<file path="src/rtl/hazard_ctrl.sv">
// Pipeline hazard/stall controller for the RV32I 5-stage core: load-use, EX redirect, dmem wait.
// Optional macro HAZARD_PERF_CNT_EN builds the stall/redirect performance counters.
module hazard_ctrl #(
   parameter int MEM_TIMEOUT = 16,
   parameter int CNT_W       = 32
) (
   input  logic             clk,
   input  logic             rst,
   input  logic [4:0]       rs1_D,
   input  logic [4:0]       rs2_D,
   input  logic             rs1_used_D,
   input  logic             rs2_used_D,
   input  logic [4:0]       rd_E,
   input  logic             mem_read_E,
   input  logic             redirect_E,
   input  logic             dmem_req_M,
   input  logic             dmem_ack_M,
   output logic             bubbleF,
   output logic             bubbleD,
   output logic             bubbleE,
   output logic             bubbleM,
   output logic             bubbleW,
   output logic             flushD,
   output logic             flushE,
   output logic             flushM,
   output logic             flushW,
   output logic             mem_timeout,
   output logic [CNT_W-1:0] stall_cycles,
   output logic [CNT_W-1:0] redirect_cnt
);

   localparam int WCNT_W = (MEM_TIMEOUT > 2) ? $clog2(MEM_TIMEOUT) : 1;

   typedef enum logic [0:0] {
      IDLE = 1'b0,
      WAIT = 1'b1
   } state_t;

   state_t            state_r;
   logic [WCNT_W-1:0] wcnt_r;
   logic              wcnt_max_s;
   logic              mstall_s;
   logic              timeout_s;
   logic              lu_s;

   assign wcnt_max_s = (wcnt_r == WCNT_W'(MEM_TIMEOUT - 1));

   // Memory stall and forced-release detection for the current state
   always_comb begin
      mstall_s  = 1'b0;
      timeout_s = 1'b0;
      case (state_r)
         IDLE: begin
            mstall_s  = dmem_req_M & ~dmem_ack_M;
            timeout_s = 1'b0;
         end
         WAIT: begin
            mstall_s  = ~dmem_ack_M & ~wcnt_max_s;
            // An ack arriving on the last count wins over the timeout
            timeout_s = ~dmem_ack_M & wcnt_max_s;
         end
         default: begin
            mstall_s  = 1'b0;
            timeout_s = 1'b0;
         end
      endcase
   end

   assign lu_s = mem_read_E & (rd_E != 5'd0) &
                 ((rs1_used_D & (rs1_D == rd_E)) | (rs2_used_D & (rs2_D == rd_E)));

   // Prioritised stage hold/clear controls; zero latency from inputs and state
   always_comb begin
      bubbleF     = 1'b0;
      bubbleD     = 1'b0;
      bubbleE     = 1'b0;
      bubbleM     = 1'b0;
      bubbleW     = 1'b0;
      flushD      = 1'b0;
      flushE      = 1'b0;
      flushM      = 1'b0;
      flushW      = 1'b0;
      mem_timeout = 1'b0;
      if (rst) begin
         flushD = 1'b1;
         flushE = 1'b1;
         flushM = 1'b1;
         flushW = 1'b1;
      end else if (mstall_s) begin
         bubbleF = 1'b1;
         bubbleD = 1'b1;
         bubbleE = 1'b1;
         bubbleM = 1'b1;
         flushW  = 1'b1;
      end else if (redirect_E) begin
         flushD      = 1'b1;
         flushE      = 1'b1;
         mem_timeout = timeout_s;
      end else if (lu_s) begin
         bubbleF     = 1'b1;
         bubbleD     = 1'b1;
         flushE      = 1'b1;
         mem_timeout = timeout_s;
      end else begin
         mem_timeout = timeout_s;
      end
   end

   // Memory-wait state machine with timeout counter
   always_ff @(posedge clk or posedge rst) begin
      if (rst) begin
         state_r <= IDLE;
         wcnt_r  <= {WCNT_W{1'b0}};
      end else begin
         case (state_r)
            IDLE: begin
               if (mstall_s) begin
                  state_r <= WAIT;
                  wcnt_r  <= WCNT_W'(1);
               end else begin
                  state_r <= IDLE;
                  wcnt_r  <= {WCNT_W{1'b0}};
               end
            end
            WAIT: begin
               if (dmem_ack_M | wcnt_max_s) begin
                  state_r <= IDLE;
                  wcnt_r  <= {WCNT_W{1'b0}};
               end else begin
                  state_r <= WAIT;
                  wcnt_r  <= wcnt_r + WCNT_W'(1);
               end
            end
            default: begin
               state_r <= IDLE;
               wcnt_r  <= {WCNT_W{1'b0}};
            end
         endcase
      end
   end

`ifdef HAZARD_PERF_CNT_EN
   logic [CNT_W-1:0] stall_cnt_r;
   logic [CNT_W-1:0] redir_cnt_r;
   logic             redirect_apply_s;

   assign redirect_apply_s = redirect_E & ~mstall_s;

   // Performance counters, wrapping modulo 2^CNT_W
   always_ff @(posedge clk or posedge rst) begin
      if (rst) begin
         stall_cnt_r <= {CNT_W{1'b0}};
         redir_cnt_r <= {CNT_W{1'b0}};
      end else begin
         if (bubbleD) begin
            stall_cnt_r <= stall_cnt_r + CNT_W'(1);
         end else begin
            stall_cnt_r <= stall_cnt_r;
         end
         if (redirect_apply_s) begin
            redir_cnt_r <= redir_cnt_r + CNT_W'(1);
         end else begin
            redir_cnt_r <= redir_cnt_r;
         end
      end
   end

   assign stall_cycles = stall_cnt_r;
   assign redirect_cnt = redir_cnt_r;
`else
   assign stall_cycles = {CNT_W{1'b0}};
   assign redirect_cnt = {CNT_W{1'b0}};
`endif

endmodule

</file>
<file path="config.mk">
export PLATFORM = sky130hd
export DESIGN_NAME = hazard_ctrl
export DESIGN_NICKNAME = d
export VERILOG_FILES = /design/src/rtl/hazard_ctrl.sv
export SDC_FILE = /design/constraint.sdc
export NUM_CORES = 1
export LEC_CHECK = 0
export CAP_MARGIN = 40
export CORE_ASPECT_RATIO = 0.5
export CORE_MARGIN = 1
export CORE_UTILIZATION = 29
export CTS_BUF_LIST = sky130_fd_sc_hd__clkbuf_16
export DETAILED_ROUTE_END_ITERATION = 10
export MAX_ROUTING_LAYER = met4
export PLACE_DENSITY = 0.81
export REMOVE_ABC_BUFFERS = 1
export SETUP_SLACK_MARGIN = 0.5
export SLEW_MARGIN = 20
export SYNTH_ARGS = -nofsm -noshare
export SYNTH_HDL_FRONTEND = slang
export SYNTH_SLANG_ARGS = --single-unit
export TNS_END_PERCENT = 100
</file>
<file path="constraint.sdc">
create_clock -name clk -period 2.1 [get_ports clk]
set_input_delay 0.21 -clock clk [delete_from_list [all_inputs] [get_ports clk]]
set_output_delay 0.21 -clock clk [all_outputs]
set_load 0.005 [all_outputs]
</file>
==> run metrics <==
outcome complete, no violations; maximum vdd ir drop 0.000162 V; vias in the first global route about 630; library cell with the largest summed area after synthesis sky130_fd_sc_hd__buf_4; port buffer count 31; htree depth 1; met2 capacity usage during global routing 0.236; standby leakage power around 0.00065 uW; final global-route overflow total 0; switching share of power 0.244; Seq pwr share 0.182; class of the tightest hold or removal check in2async; final worst-path cycle share 0.948; number of setup violations in the final report 0; clock buffer count from CTS 3; Wirelength per Cell 8.87 um; Slowest cell on crit path sky130_fd_sc_hd__dfrtp_1; synth top area cells sky130_fd_sc_hd__buf_4, sky130_fd_sc_hd__dfrtp_1, sky130_fd_sc_hd__xor2_1; sum of internal, switching and leakage power 569 uW; sequential cell area fraction in the yosys report 0.135; Root Buffer Master sky130_fd_sc_hd__clkbuf_16; number of unique standard cell types used by synthesis 27; highest clock frequency the design can meet approximately 500 MHz; Crit path largest cell delay between 0.3 and 0.4 ns; data required time at the worst endpoint roughly 1.9 ns; placed wire-length estimate 1370 um; floorplan core area approximately 3000 sq um; register bit count reported by yosys 5; maximum count of clock buffers along a single path 2; cell internal pwr 430 uW; net switching power 139 uW; initial cell density of the core 0.306; FF/Latch Area roughly 130 sq um; top-level port count just under 100; Global Route met3 Usage 0.00652; largest net degree at the start of global routing 7; count of final max-slew check failures 0; most used flip-flop cell after synthesis sky130_fd_sc_hd__dfrtp_1; clock tree sinks 5; combinational share of power 0.287; gr usage total 0.110; critical setup path kind reg2out; Place WS -0.193 ns; P per Cell Area ~460 nW/um^2; insertion delay to the later sink of the worst-skew pair about 0.22 ns; fraction of power consumed by the clock network 0.531; clock edge transition at the registers on the reported setup and hold paths approximately 0.03 ns; routability congestion estimate from global placement between 0.7 and 0.8; Die Footprint about 3400 sq um; CTS tree built; instance area after placement about 1100 sq um; GRT met1 Usage 0.0858; sort of element at the start of the critical path flip-flop; iteration count of the initial detailed-routing pass 4; smallest hold slack roughly 0.085 ns; count of yosys warnings during synthesis 0; final instance area about 1200 sq um; number of antenna violations at the first check in global routing 0; Mapped Avg Cell Area 8.13 sq um; layout overhead on the synthesized area 33.5%; first-iteration detailed-routing DRC count 23; wire length of the first global-routing pass about 2700 um; layout cell share with drive strength beyond 1 0.226; via count 689; total length of routed wires ~1800 um; maximum fanout encountered on the critical timing path 4; data arrival time of the worst path between 1.5 and 2 ns; DIE WIDTH roughly 80 um; skew final between 0.00009 and 0.0001 ns; area share of the largest cell type after synthesis 0.551; Die Height 42.0 um; Max-cap violations 0; Post-DRT Antenna Nets 0; count of nets after finishing between 150 and 200; standard-cell row count 14; asr flop ratio synth 1.00; count of endpoints failing hold in the final timing report 0; Synth Instances about 110; cells traversed along the worst timing path ha_2 > and3_4 > a211o_4 > a21oi_4 > buf_4 > o31ai_1 > buf_2; # diodes 0; crit end category output pin; quantity of hold-fixing buffers added after cts 0; unrepaired setup endpoints after global routing true; layer with the highest usage met2; number of synthesized flops with an enable pin 0; Filler Cell Count 300; most instantiated library cell after synthesis sky130_fd_sc_hd__buf_4; commonest cells in the synthesized netlist sky130_fd_sc_hd__buf_4, sky130_fd_sc_hd__xor2_1, sky130_fd_sc_hd__dfrtp_1, sky130_fd_sc_hd__nor2_1; summed instance area of the synthesized netlist approximately 930 sq um; via-per-instance ratio around 3.5; number of remaining DRC errors 0; final setup margin 0.110 ns; area taken by multi-input logic gates approximately 580 sq um; Final Critical Period approximately 2.0 ns
==> path summary, 6_finish.rpt <==
path / slack, ns / depth (start not counted) / to / startpoint
worst min register to register: 0.50 / 1 / wcnt_r[3] / wcnt_r[3]
min in group clk: 0.50 / 1 / wcnt_r[3] / wcnt_r[3]
max in group asynchronous: 1.84 / 3 / wcnt_r[2] / rst
worst max register to register: 0.72 / 5 / state_r / wcnt_r[0]
worst min-delay path: 0.08 / 3 / state_r / rst
worst max-delay path: 0.11 / 7 / flushE / wcnt_r[0]
==> cell families after synthesis <==
| kind of cell | after synthesis | share of synthesized area |
|---|---|---|
| AND/OR/NAND/NOR | 15 | 0.101 |
| AO/OA/AOI/OAI | 9 | 0.0688 |
| other | 1 | 0.00404 |
| flip-flops | 5 | 0.135 |
| multiplexers | 1 | 0.0108 |
| adder cells (fa/ha/maj) | 1 | 0.0135 |
| XOR/XNOR | 11 | 0.104 |
| buffers and inverters | 71 | 0.563 |
==> power groups by stage <==
stage          Combinational (uW)  Sequential [uW]  Clock [uW]
3_3_place_gp                  139              104           0
3_5_place_dp                  140              105           0
6_report                      163              104         302
2_1_floorplan                61.1              105           0
5_1_grt                       181              104         316
4_1_cts                       147              104         307
==> stage by stage <==
stage,cells,utilization,setup TNS [ns]
after detailed placement,187,0.351,-0.526
after floorplan,110,-,0
after global routing,199,0.408,0
after CTS,196,0.388,0
after global placement,187,0.351,-0.464
final,199,0.408,0
==> layer usage <==
metal / wire length [um] / vias to the layer above
met3: 61 / 6
met1: 485 / 323
met4: 59 / 0
met5: 0 / -
met2: 1160 / 33
li1: - / 327
==> layout make-up <==
cell class                      instances  area share
Clock inverter                          1     0.00303
Sequential cell                         5       0.101
Clock buffer                            3      0.0607
Inverter                                3     0.00910
Timing Repair Buffer                   45       0.315
Multi-Input combinational cell        102       0.470
Tap cell                               40      0.0404
==> repair_timing <==
item / 4_1_cts / 5_1_grt
buffers inserted: 5 / 3
pin swaps: 5 / 2
gates resized for setup: 41 / 8
setup endpoints to repair: 8 / 9
==> sequential cells by signal, indices dropped and copies added, names as in the netlist <==
name and count:
wcnt_r 4, state_r 1
==> cells in the final DEF, fill, tap and decap left out, drive strengths merged <==
master	instances
ha	1
nand2	1
and3	1
xor2	8
mux2i	1
o21ai	1
dfrtp	5
o22ai	1
and2	1
a311oi	1
nor2	5
nor4	2
nand2b	1
buf	22
xnor2	3
or3	1
nor3b	2
a32oi	1
clkdlybuf4s50	21
a211o	1
conb	65
or4	1
inv	4
o31ai	1
clkbuf	3
a21oi	1
a21o	1
dlymetal6s2s	1
dlygate4sd2	1
a31oi	1
==> critical path: cells and delay by family, from the launching register on <==
| family | cells | cell delay [ns] |
|---|---|---|
| AO/OA/AOI/OAI | 3 | 0.56 |
| adder cells (fa/ha/maj) | 1 | 0.19 |
| buffers and inverters | 2 | 0.25 |
| flip-flops | 1 | 0.37 |
| AND/OR/NAND/NOR | 1 | 0.18 |
Note: power is estimated with default switching activity, not from simulation.
==> RTL edit: new RTL, same settings <==
The parameter `MEM_TIMEOUT` goes from 16 to 64.
--- a/src/rtl/hazard_ctrl.sv
+++ b/src/rtl/hazard_ctrl.sv
@@ -2,5 +2,5 @@
 // Optional macro HAZARD_PERF_CNT_EN builds the stall/redirect performance counters.
 module hazard_ctrl #(
-   parameter int MEM_TIMEOUT = 16,
+   parameter int MEM_TIMEOUT = 64,
    parameter int CNT_W       = 32
 ) (
Check against the original RTL: same outputs for any inputs over 10 cycles, from zero or initial values and one cycle with rst high; that may be too few to reach the edited logic, so the function may still have changed.
==> RTL edit against the original RTL <==
Wire length rose by 10%. Power rose by 9.5%. Synthesized area rose by 9.7%. Global-route usage fell by 0.78 points. Design area rose by 7.8%. Worst setup slack improved by 110 ps. Synthesized cell count rose by 7.9%. Via count rose by 9.3%. Sequential cell count rose by 2. Largest cell class unchanged. Largest power group unchanged. Highest routed layer unchanged.
==> RTL edit: results (changes against the original RTL) <==
** Drt
- The detailed-routed wire length on met2 was 1.09 mm (-5.9%).
- The DRC marker count from the first detailed-route iteration was 30 (+30%).
- The first-pass iteration count of the detailed router came to 5 (+1).
- WL met1 :: 664 µm (+37%)
- The total via count after detailed routing is 753 (+9.3%).

** Finish
- The total of fill cells in the finished design came to 303 (+1.0%).
- The share of cells above drive strength 1 was 0.216 (-0.0108).
- The net count reported at finish is 192 (+4.3%).
- Leading registers by flop count :: wcnt_r (6), state_r (1)

** Power
- Leakage dissipation :: 0.672 nW (+3.4%)
- The peak supply drop came to 0.000202 V (+25%).

** Setup path
- The flop-to-flop setup slack is 690 ps (-30 ps).
- The path depth of the worst reg2reg path came to 7 (+2).
- Capturing element of the worst setup path :: flushD
- In this run the critical register-to-register path is launched from wcnt_r[1].
- Arr. time, crit path :: 1670 ps (-110 ps)
- Maximum fanout encountered on the critical timing path :: 5 (+1)
- R2R Path End :: wcnt_r[5]

** Placement
- Placed insts :: 207 (+11%)
- The placer's final routability congestion estimate is 0.712 (-9.9%).
- The post-DP HPWL was 1.51 mm (+11%).

** Run status
- Result of the run :: completed

** Logic synthesis
- The sequential share of the synthesized area was 0.172 (+0.0372).
- Cell types with the highest counts after synthesis :: 68 x sky130_fd_sc_hd__buf_4, 9 x sky130_fd_sc_hd__xor2_1, 7 x sky130_fd_sc_hd__dfrtp_1
- Cell types occupying the most area after synthesis :: sky130_fd_sc_hd__buf_4 50%, sky130_fd_sc_hd__dfrtp_1 17%, sky130_fd_sc_hd__xor2_1 7.7%, sky130_fd_sc_hd__xnor2_1 4.3%, sky130_fd_sc_hd__nor2_1 2.2%

** GRT
- Via count of the first global-routing pass :: 599 (-4.3%)
- The largest net degree at the start of global routing is 8 (+1).
- Met2 Track Usage GR :: 0.200 (-0.0364)
- Total track usage :: 0.102 (-0.00776)

** STA
- Clk_skew :: 4.66 ps (+4.57 ps)
==> RTL edit: cell count changes after synthesis, moves of 2 or more <==
cell                      change
sky130_fd_sc_hd__dfrtp_1      +2
sky130_fd_sc_hd__nor3b_1      -2
sky130_fd_sc_hd__xnor2_1      +2
sky130_fd_sc_hd__nand2_1      +4
sky130_fd_sc_hd__nand3_1      +2
==> RTL edit: through the flow <==
| stage | power [mW] | setup slack (ps) | hold WS (ps) | TNS, ps | area, µm² |
|---|---|---|---|---|---|
| 2_1_floorplan | 0.207 | 534 | 44.5 | 0 | 747 |
| 5_1_grt | 0.653 | 148 | 555 | 0 | 1330 |
| 3_5_place_dp | 0.292 | -295 | 508 | -682 | 1180 |
| 3_3_place_gp | 0.290 | -213 | 498 | -560 | 1180 |
| 4_1_cts | 0.620 | 206 | 532 | 0 | 1290 |
| 6_report | 0.622 | 217 | 535 | 0 | 1330 |
==> RTL edit: report_power, final <==
group / leakage, nW / total [mW] / switching [mW] / internal [mW]
Clock: 0.0423 / 0.323 / 0.0755 / 0.248
Combinational: 0.535 / 0.156 / 0.0791 / 0.0772
Sequential: 0.0948 / 0.143 / 0.00356 / 0.139
==> RTL edit: cell families (layout without fill, tap and decap cells) <==
group	count (synthesis)	after routing	synth area share
other	1	65	0.00369
buffers and inverters	70	50	0.509
adder cells (fa/ha/maj)	1	1	0.0123
AO/OA/AOI/OAI	7	7	0.0627
flip-flops	7	7	0.172
XOR/XNOR	14	14	0.121
AND/OR/NAND/NOR	23	23	0.119
==> RTL edit: area by class of cell <==
cell class	instances	area, µm²	area share
Clock inverter	1	3.75	0.00281
Timing Repair Buffer	44	378	0.283
Multi-Input combinational cell	110	632	0.474
Inverter	2	10.0	0.00750
Clock buffer	3	75.1	0.0563
Sequential cell	7	175	0.131
Tap cell	48	60.1	0.0450
==> RTL edit: how the worst min path moves through the flow <==
| stage | from | endpoint | slack (ps) | cells past startpoint |
|---|---|---|---|---|
| after CTS | state_r | wcnt_r[0] | 530 | 1 |
| after detailed placement | state_r | wcnt_r[0] | 510 | 1 |
| final | state_r | wcnt_r[0] | 540 | 1 |
| after global routing | state_r | wcnt_r[0] | 550 | 1 |
| after floorplan | rst | state_r | 40 | 1 |
| after global placement | state_r | wcnt_r[0] | 500 | 1 |
==> RTL edit: timing repair <==
item	CTS	global route
endpoints found under the setup margin	8	8
buffers inserted	2	2
cloned	0	0
resized for setup	41	5
hold endpoints to repair	0	0
pin swaps	9	3
==> RTL edit: critical path: stages (launching register included) <==
cell                            delay [ps]
sky130_fd_sc_hd__dfrtp_1               390
sky130_fd_sc_hd__ha_2                  190
sky130_fd_sc_hd__and3_4                190
sky130_fd_sc_hd__a41o_4                230
sky130_fd_sc_hd__nand2_1               110
sky130_fd_sc_hd__nand2_1                60
sky130_fd_sc_hd__dlygate4sd2_1         270
